## src/rtl/mips_pkg.sv

```systemverilog
// Shared MIPS pipeline definitions: primary opcodes, ALU operation classes
// and the ID/EX control bundle.
package mips_pkg;

   localparam logic [5:0] OP_RTYPE = 6'd0;
   localparam logic [5:0] OP_J     = 6'd2;
   localparam logic [5:0] OP_BEQ   = 6'd4;
   localparam logic [5:0] OP_BNE   = 6'd5;
   localparam logic [5:0] OP_ADDI  = 6'd8;
   localparam logic [5:0] OP_SLTI  = 6'd10;
   localparam logic [5:0] OP_ANDI  = 6'd12;
   localparam logic [5:0] OP_ORI   = 6'd13;
   localparam logic [5:0] OP_LW    = 6'd35;
   localparam logic [5:0] OP_SW    = 6'd43;

   typedef enum logic [1:0] {
      ALUOP_ADD   = 2'b00,
      ALUOP_SUB   = 2'b01,
      ALUOP_FUNCT = 2'b10,
      ALUOP_IMM   = 2'b11
   } aluop_t;

   // All-zero value of this struct is the NOP bubble.
   typedef struct packed {
      logic   regDst;
      logic   aluSrc;
      logic   memtoReg;
      logic   regWrite;
      logic   memRead;
      logic   memWrite;
      logic   branch;
      logic   jump;
      logic   signZero;
      aluop_t aluOp;
   } ctrl_t;

endpackage

```

## src/rtl/control_decode.sv

```systemverilog
// Combinational primary-opcode decoder; unlisted opcodes yield the NOP bundle.
module control_decode
   import mips_pkg::*;
(
   input  logic [5:0] Opcode,
   output ctrl_t      ctrl
);

   always_comb begin
      ctrl = '0;
      case (Opcode)
         OP_RTYPE: begin
            ctrl.regDst   = 1'b1;
            ctrl.regWrite = 1'b1;
            ctrl.aluOp    = ALUOP_FUNCT;
         end
         OP_ADDI: begin
            ctrl.aluSrc   = 1'b1;
            ctrl.regWrite = 1'b1;
            ctrl.aluOp    = ALUOP_ADD;
         end
         OP_SLTI: begin
            ctrl.aluSrc   = 1'b1;
            ctrl.regWrite = 1'b1;
            ctrl.aluOp    = ALUOP_IMM;
         end
         OP_ANDI, OP_ORI: begin
            ctrl.aluSrc   = 1'b1;
            ctrl.regWrite = 1'b1;
            ctrl.signZero = 1'b1;
            ctrl.aluOp    = ALUOP_IMM;
         end
         // beq/bne share one bundle; EX/MEM picks the condition from opcode[0].
         OP_BEQ, OP_BNE: begin
            ctrl.branch = 1'b1;
            ctrl.aluOp  = ALUOP_SUB;
         end
         OP_J: begin
            ctrl.jump = 1'b1;
         end
         OP_LW: begin
            ctrl.aluSrc   = 1'b1;
            ctrl.memtoReg = 1'b1;
            ctrl.regWrite = 1'b1;
            ctrl.memRead  = 1'b1;
            ctrl.aluOp    = ALUOP_ADD;
         end
         OP_SW: begin
            ctrl.aluSrc   = 1'b1;
            ctrl.memWrite = 1'b1;
            ctrl.aluOp    = ALUOP_ADD;
         end
         default: ctrl = '0;
      endcase
   end

endmodule

```

## src/rtl/control_unit.sv

```systemverilog
// ID-stage main decoder: opcode decode registered into the ID/EX control bundle.
module control_unit
   import mips_pkg::*;
(
   input  logic       clk,
   input  logic       rst_n,
   input  logic [5:0] Opcode,
   output logic       RegDst,
   output logic       ALUSrc,
   output logic       MemtoReg,
   output logic       RegWrite,
   output logic       MemRead,
   output logic       MemWrite,
   output logic       Branch,
   output logic       Jump,
   output logic       SignZero,
   output logic [1:0] ALUOp
);

   ctrl_t ctrlD;
   ctrl_t ctrlQ;

   control_decode uDecode (
      .Opcode (Opcode),
      .ctrl   (ctrlD)
   );

   always_ff @(posedge clk or negedge rst_n) begin
      if (!rst_n) ctrlQ <= '0;
      else        ctrlQ <= ctrlD;
   end

   assign RegDst   = ctrlQ.regDst;
   assign ALUSrc   = ctrlQ.aluSrc;
   assign MemtoReg = ctrlQ.memtoReg;
   assign RegWrite = ctrlQ.regWrite;
   assign MemRead  = ctrlQ.memRead;
   assign MemWrite = ctrlQ.memWrite;
   assign Branch   = ctrlQ.branch;
   assign Jump     = ctrlQ.jump;
   assign SignZero = ctrlQ.signZero;
   assign ALUOp    = ctrlQ.aluOp;

endmodule

```

## config.mk

```make
export PLATFORM = sky130hd
export DESIGN_NAME = control_unit
export DESIGN_NICKNAME = d
export VERILOG_FILES = /design/src/rtl/mips_pkg.sv /design/src/rtl/control_decode.sv /design/src/rtl/control_unit.sv
export SDC_FILE = /design/constraint.sdc
export NUM_CORES = 1
export LEC_CHECK = 0
export ABC_AREA = 0
export ABC_CLOCK_PERIOD_IN_PS = 1100
export CAP_MARGIN = 30
export CORE_AREA = 2 2 39 41
export CTS_CLUSTER_DIAMETER = 120
export DETAILED_ROUTE_END_ITERATION = 16
export DIE_AREA = 0 0 41 43
export GPL_TIMING_DRIVEN = 0
export PLACE_DENSITY = 0.72
export SYNTH_ARGS = -nofsm -noshare
export SYNTH_HDL_FRONTEND = slang
export SYNTH_SLANG_ARGS = --single-unit
```

## constraint.sdc

```tcl
create_clock -name clk -period 1.1 [get_ports clk]
set_input_delay 0.275 -clock clk [delete_from_list [all_inputs] [get_ports clk]]
set_output_delay 0.275 -clock clk [all_outputs]
set_load 0.02 [all_outputs]
```

; Word-level counts from Yosys, hierarchy flattened
; Cells that the tools add are included.
[word_totals]
ff_bits = 10
inputBits = 8
[op_classes]
n_eq_ne = 9
muxes = 9
reduce_logical = 6
[ops]
columns = cell, n
row1 = $eq A6 B4 Y1 const B, 4
row2 = $eq A6 B3 Y1 const B, 2
row3 = $eq A6 B6 Y1 const B, 2
row4 = $reduce_or A6 Y1, 2
row5 = $mux W1, 8
row6 = $eq A6 B2 Y1 const B, 1
row7 = $logic_not A6 Y1, 1
row8 = $pmux W2 S3, 1
row9 = $reduce_or A2 Y1, 2
row10 = $reduce_or A3 Y1, 1

; Depth between registers and ports, before layout
[logic_depth]
ltp_word = 3
depth_mapped = 3

; Modules after synthesis
; From an unflattened synthesis, not the netlist that was laid out.
[hier_totals]
cells_unflattened = 41
hier_area_um2 = 445.4
[modules_own_cells]
columns = module, instances, seq_area_each_um2, cells_per_inst, area_each_um2
row1 = control_unit, 1, 275.3, 11, 275.3
row2 = control_decode, 1, 0.0, 30, 170.2

; Least setup slack after synthesis
; Ideal clock, no wire load.
[synth_timing]
kind = register -> output
from = register, netlist name MemRead
to = output port MemtoReg
path_buffers = 1
stages_incl_launch_ff = 2
arrival_ns = 0.613
t_required_ns = 0.825
slack_ns = 0.212
cell_sequence = dfrtp_1 -> buf_4
[synth_rtl]
columns = item, line
row1 = to (decl), control_unit.sv:10  ; output logic MemtoReg,

==> impl_results.md <==
- CP Max Fanout: 2
- Crit start category: flop
- Area growth syn-to-layout: 44.2%
- 1st-pass router iterations: 4
- Unrepaired setup endpoints after global routing: yes
- Crit Path Class: reg2out
- Row cnt: 14
- Routed len/inst: 9.88 um
- Status: finished with violations
- CTS Buf Count: 3
- Highest clock rate: a little under 900 MHz
- Final Cycle Share: 103%
- Post-synthesis sequential area ratio: roughly 59%
- Syn_nets: 48
- Initial antenna violation count: 0
- Worst ir drop on vdd: just over 0.3 mV
- Max Buffers Root-to-Sink: 2
- Power Dens Cells: 1270 nW/um^2
- Postcts setup bufs: 0
- Chip Width: 41 um
- Worst rel slew slack: about three quarters
- CP required: around 800 ps
- Final setup TNS: -35.4 ps
- Failing checks: setup timing
- Slew Limit Fails: 0
- Slew @ Worst Pin: slightly below 400 ps
- Final Util: between 40% and 50%
- Share of cells above drive strength 1: 30.6%
- Post-synth design cell area: approximately 420 sq um
- Reg clk slew, reported paths: 60 ps
- # diodes: 0
- Gpl congestion: between 0.7 and 0.8
- Synth Instances: 40
- Worst path arrival time: between 800 and 900 ps
- Antenna-violating nets left: 0
- DR vias: ~350
- Power, Total: roughly 800 uW
- Synth Area per Inst: between 10 and 15 sq um
- Boundary pin count: 19
- PortBufs: 18
- Lkg Pwr: slightly above 0.0003 uW
- Hold Slack: around 310 ps
- Post-layout min period: ~1100 ps
- DRT iter0 DRCs: 9
- Setup WS post-layout: -35.4 ps
- Number of distinct library cells after synthesis: 18
- Vias in the first global route: 310
- Setup Viol. Count Final: 1
- Seq cells post-synth: 10
- Chip height: 43 um
- H-tree levels: 1
- Final wirelength: 771 um
- Starting density of the core: 30.7%
- Overflow after GRT: 0
- Total GRT Usage: 11.0%
- Residual DRC: 0
- Nets@finish: 71
- Synth warn: 0
- Die Area: ~1800 sq um
- Global-route wire length before repair: 1260 um
- Total clock sinks: 10
- Hold/Removal Path Class: in2async
- Core area: ~1400 sq um
- Max-cap viol count: 0
- Root Driver: clkbuf_4
- TritonCTS clock tree: built
- Largest net degree at the start of global routing: 11
- Final HPWL DP: roughly 610 um
- Hold Fails Final Rpt: 0
- Setup crit end kind: output port
- Vias per inst: 4.47
==> layout by cell type, fill, tap and decap left out <==
cell type	n
nand2_1	2
or2_1	1
nor4_1	1
nor2_2	1
dlygate4sd2_1	5
a31oi_1	2
a21boi_1	2
nand2b_1	4
nor2_1	5
or2_2	1
o21bai_1	1
and2b_1	1
clkdlybuf4s50_1	2
nor3_1	3
and2_1	1
nor3b_1	1
o21ai_0	1
or3_1	1
nand3_2	1
clkbuf_4	3
buf_6	2
buf_2	10
dfrtp_1	10
clkbuf_8	1
==> state kept, by name, indices dropped and copies added, names as in the netlist <==
| signal | count |
|---|---|
| ALUSrc | 1 |
| ALUOp | 2 |
| RegWrite | 1 |
| MemRead | 1 |
| RegDst | 1 |
| Branch | 1 |
| MemWrite | 1 |
| Jump | 1 |
| SignZero | 1 |
==> power breakdown <==
group | internal [uW] | switching (uW) | leakage (uW) | total (uW)
clock network | 200 | 108 | 0.0000210 | 308
registers | 376 | 1.72 | 0.000138 | 378
logic | 38.7 | 53.9 | 0.000150 | 92.6
total | 615 | 163 | 0.000309 | 778
==> cells in the mapped netlist, drive strengths merged <==
library cell | count | area share (%)
nand2 | 2 | 1.8
or3 | 1 | 1.5
or2 | 2 | 3.0
a21boi | 2 | 3.5
dfrtp | 10 | 59
nand2b | 4 | 5.9
o21bai | 1 | 1.8
buf | 1 | 1.8
o21ai | 1 | 1.2
a31oi | 2 | 2.9
nand3 | 1 | 2.4
nor2 | 6 | 5.3
nor3 | 3 | 3.5
and2b | 1 | 1.8
nor3b | 1 | 1.8
nor4 | 1 | 1.5
and2 | 1 | 1.5
==> per-layer routing <==
| metal | vias to the layer above | global-route usage (%) | wire [um] |
|---|---|---|---|
| met1 | 152 | 13.7 | 329 |
| met3 | 2 | 1.57 | 71 |
| li1 | 180 | - | - |
| met5 | - | 0 | 0 |
| met2 | 15 | 14.4 | 348 |
| met4 | 0 | 12.0 | 22 |
==> per-stage QoR <==
step	std cells	worst slack [ps]	area (sq um)
2_1_floorplan	40	212	424
3_3_place_gp	74	-411	624
5_1_grt	78	-68.7	612
3_5_place_dp	74	-411	624
4_1_cts	78	-49.4	609
6_report	78	-35.4	612
==> layout make-up <==
cell class	instances	area, sq um
Buffer	1	11.3
Clock buffer	4	36.3
Fill cell	153	772
Multi-Input combinational cell	29	169
Sequential cell	10	250
Tap cell	16	20.0
Timing Repair Buffer	18	125
==> worst max path at each step <==
stage / startpoint / to / slack, ps / depth (start not counted)
2_1_floorplan: MemRead / MemtoReg / 210 / 1
3_3_place_gp: Opcode[1] / RegWrite / -410 / 4
3_5_place_dp: Opcode[1] / RegWrite / -410 / 4
4_1_cts: MemRead / MemtoReg / -50 / 2
5_1_grt: MemRead / MemtoReg / -70 / 2
6_report: MemRead / MemtoReg / -40 / 2
==> critical path: stages, from the launching register on <==
cell,delay [ps]
dfrtp_1,380
buf_6,110
buf_6,120
==> what timing repair did <==
action,4_1_cts,5_1_grt
hold buffers,0,0
gates resized for setup,52,1
endpoints found under the hold margin,0,0
endpoints found under the setup margin,16,2
pin swaps,0,0
==> cell families (layout without fill, tap and decap cells) <==
| family | count (synthesis) | after routing | synth area share, % |
|---|---|---|---|
| and+or+nand+nor | 23 | 23 | 29.8 |
| buffers and inverters | 1 | 23 | 1.77 |
| DFF | 10 | 10 | 59.0 |
| AOI/OAI and AO/OA | 6 | 6 | 9.44 |
Note: power is estimated with default switching activity, not from simulation.
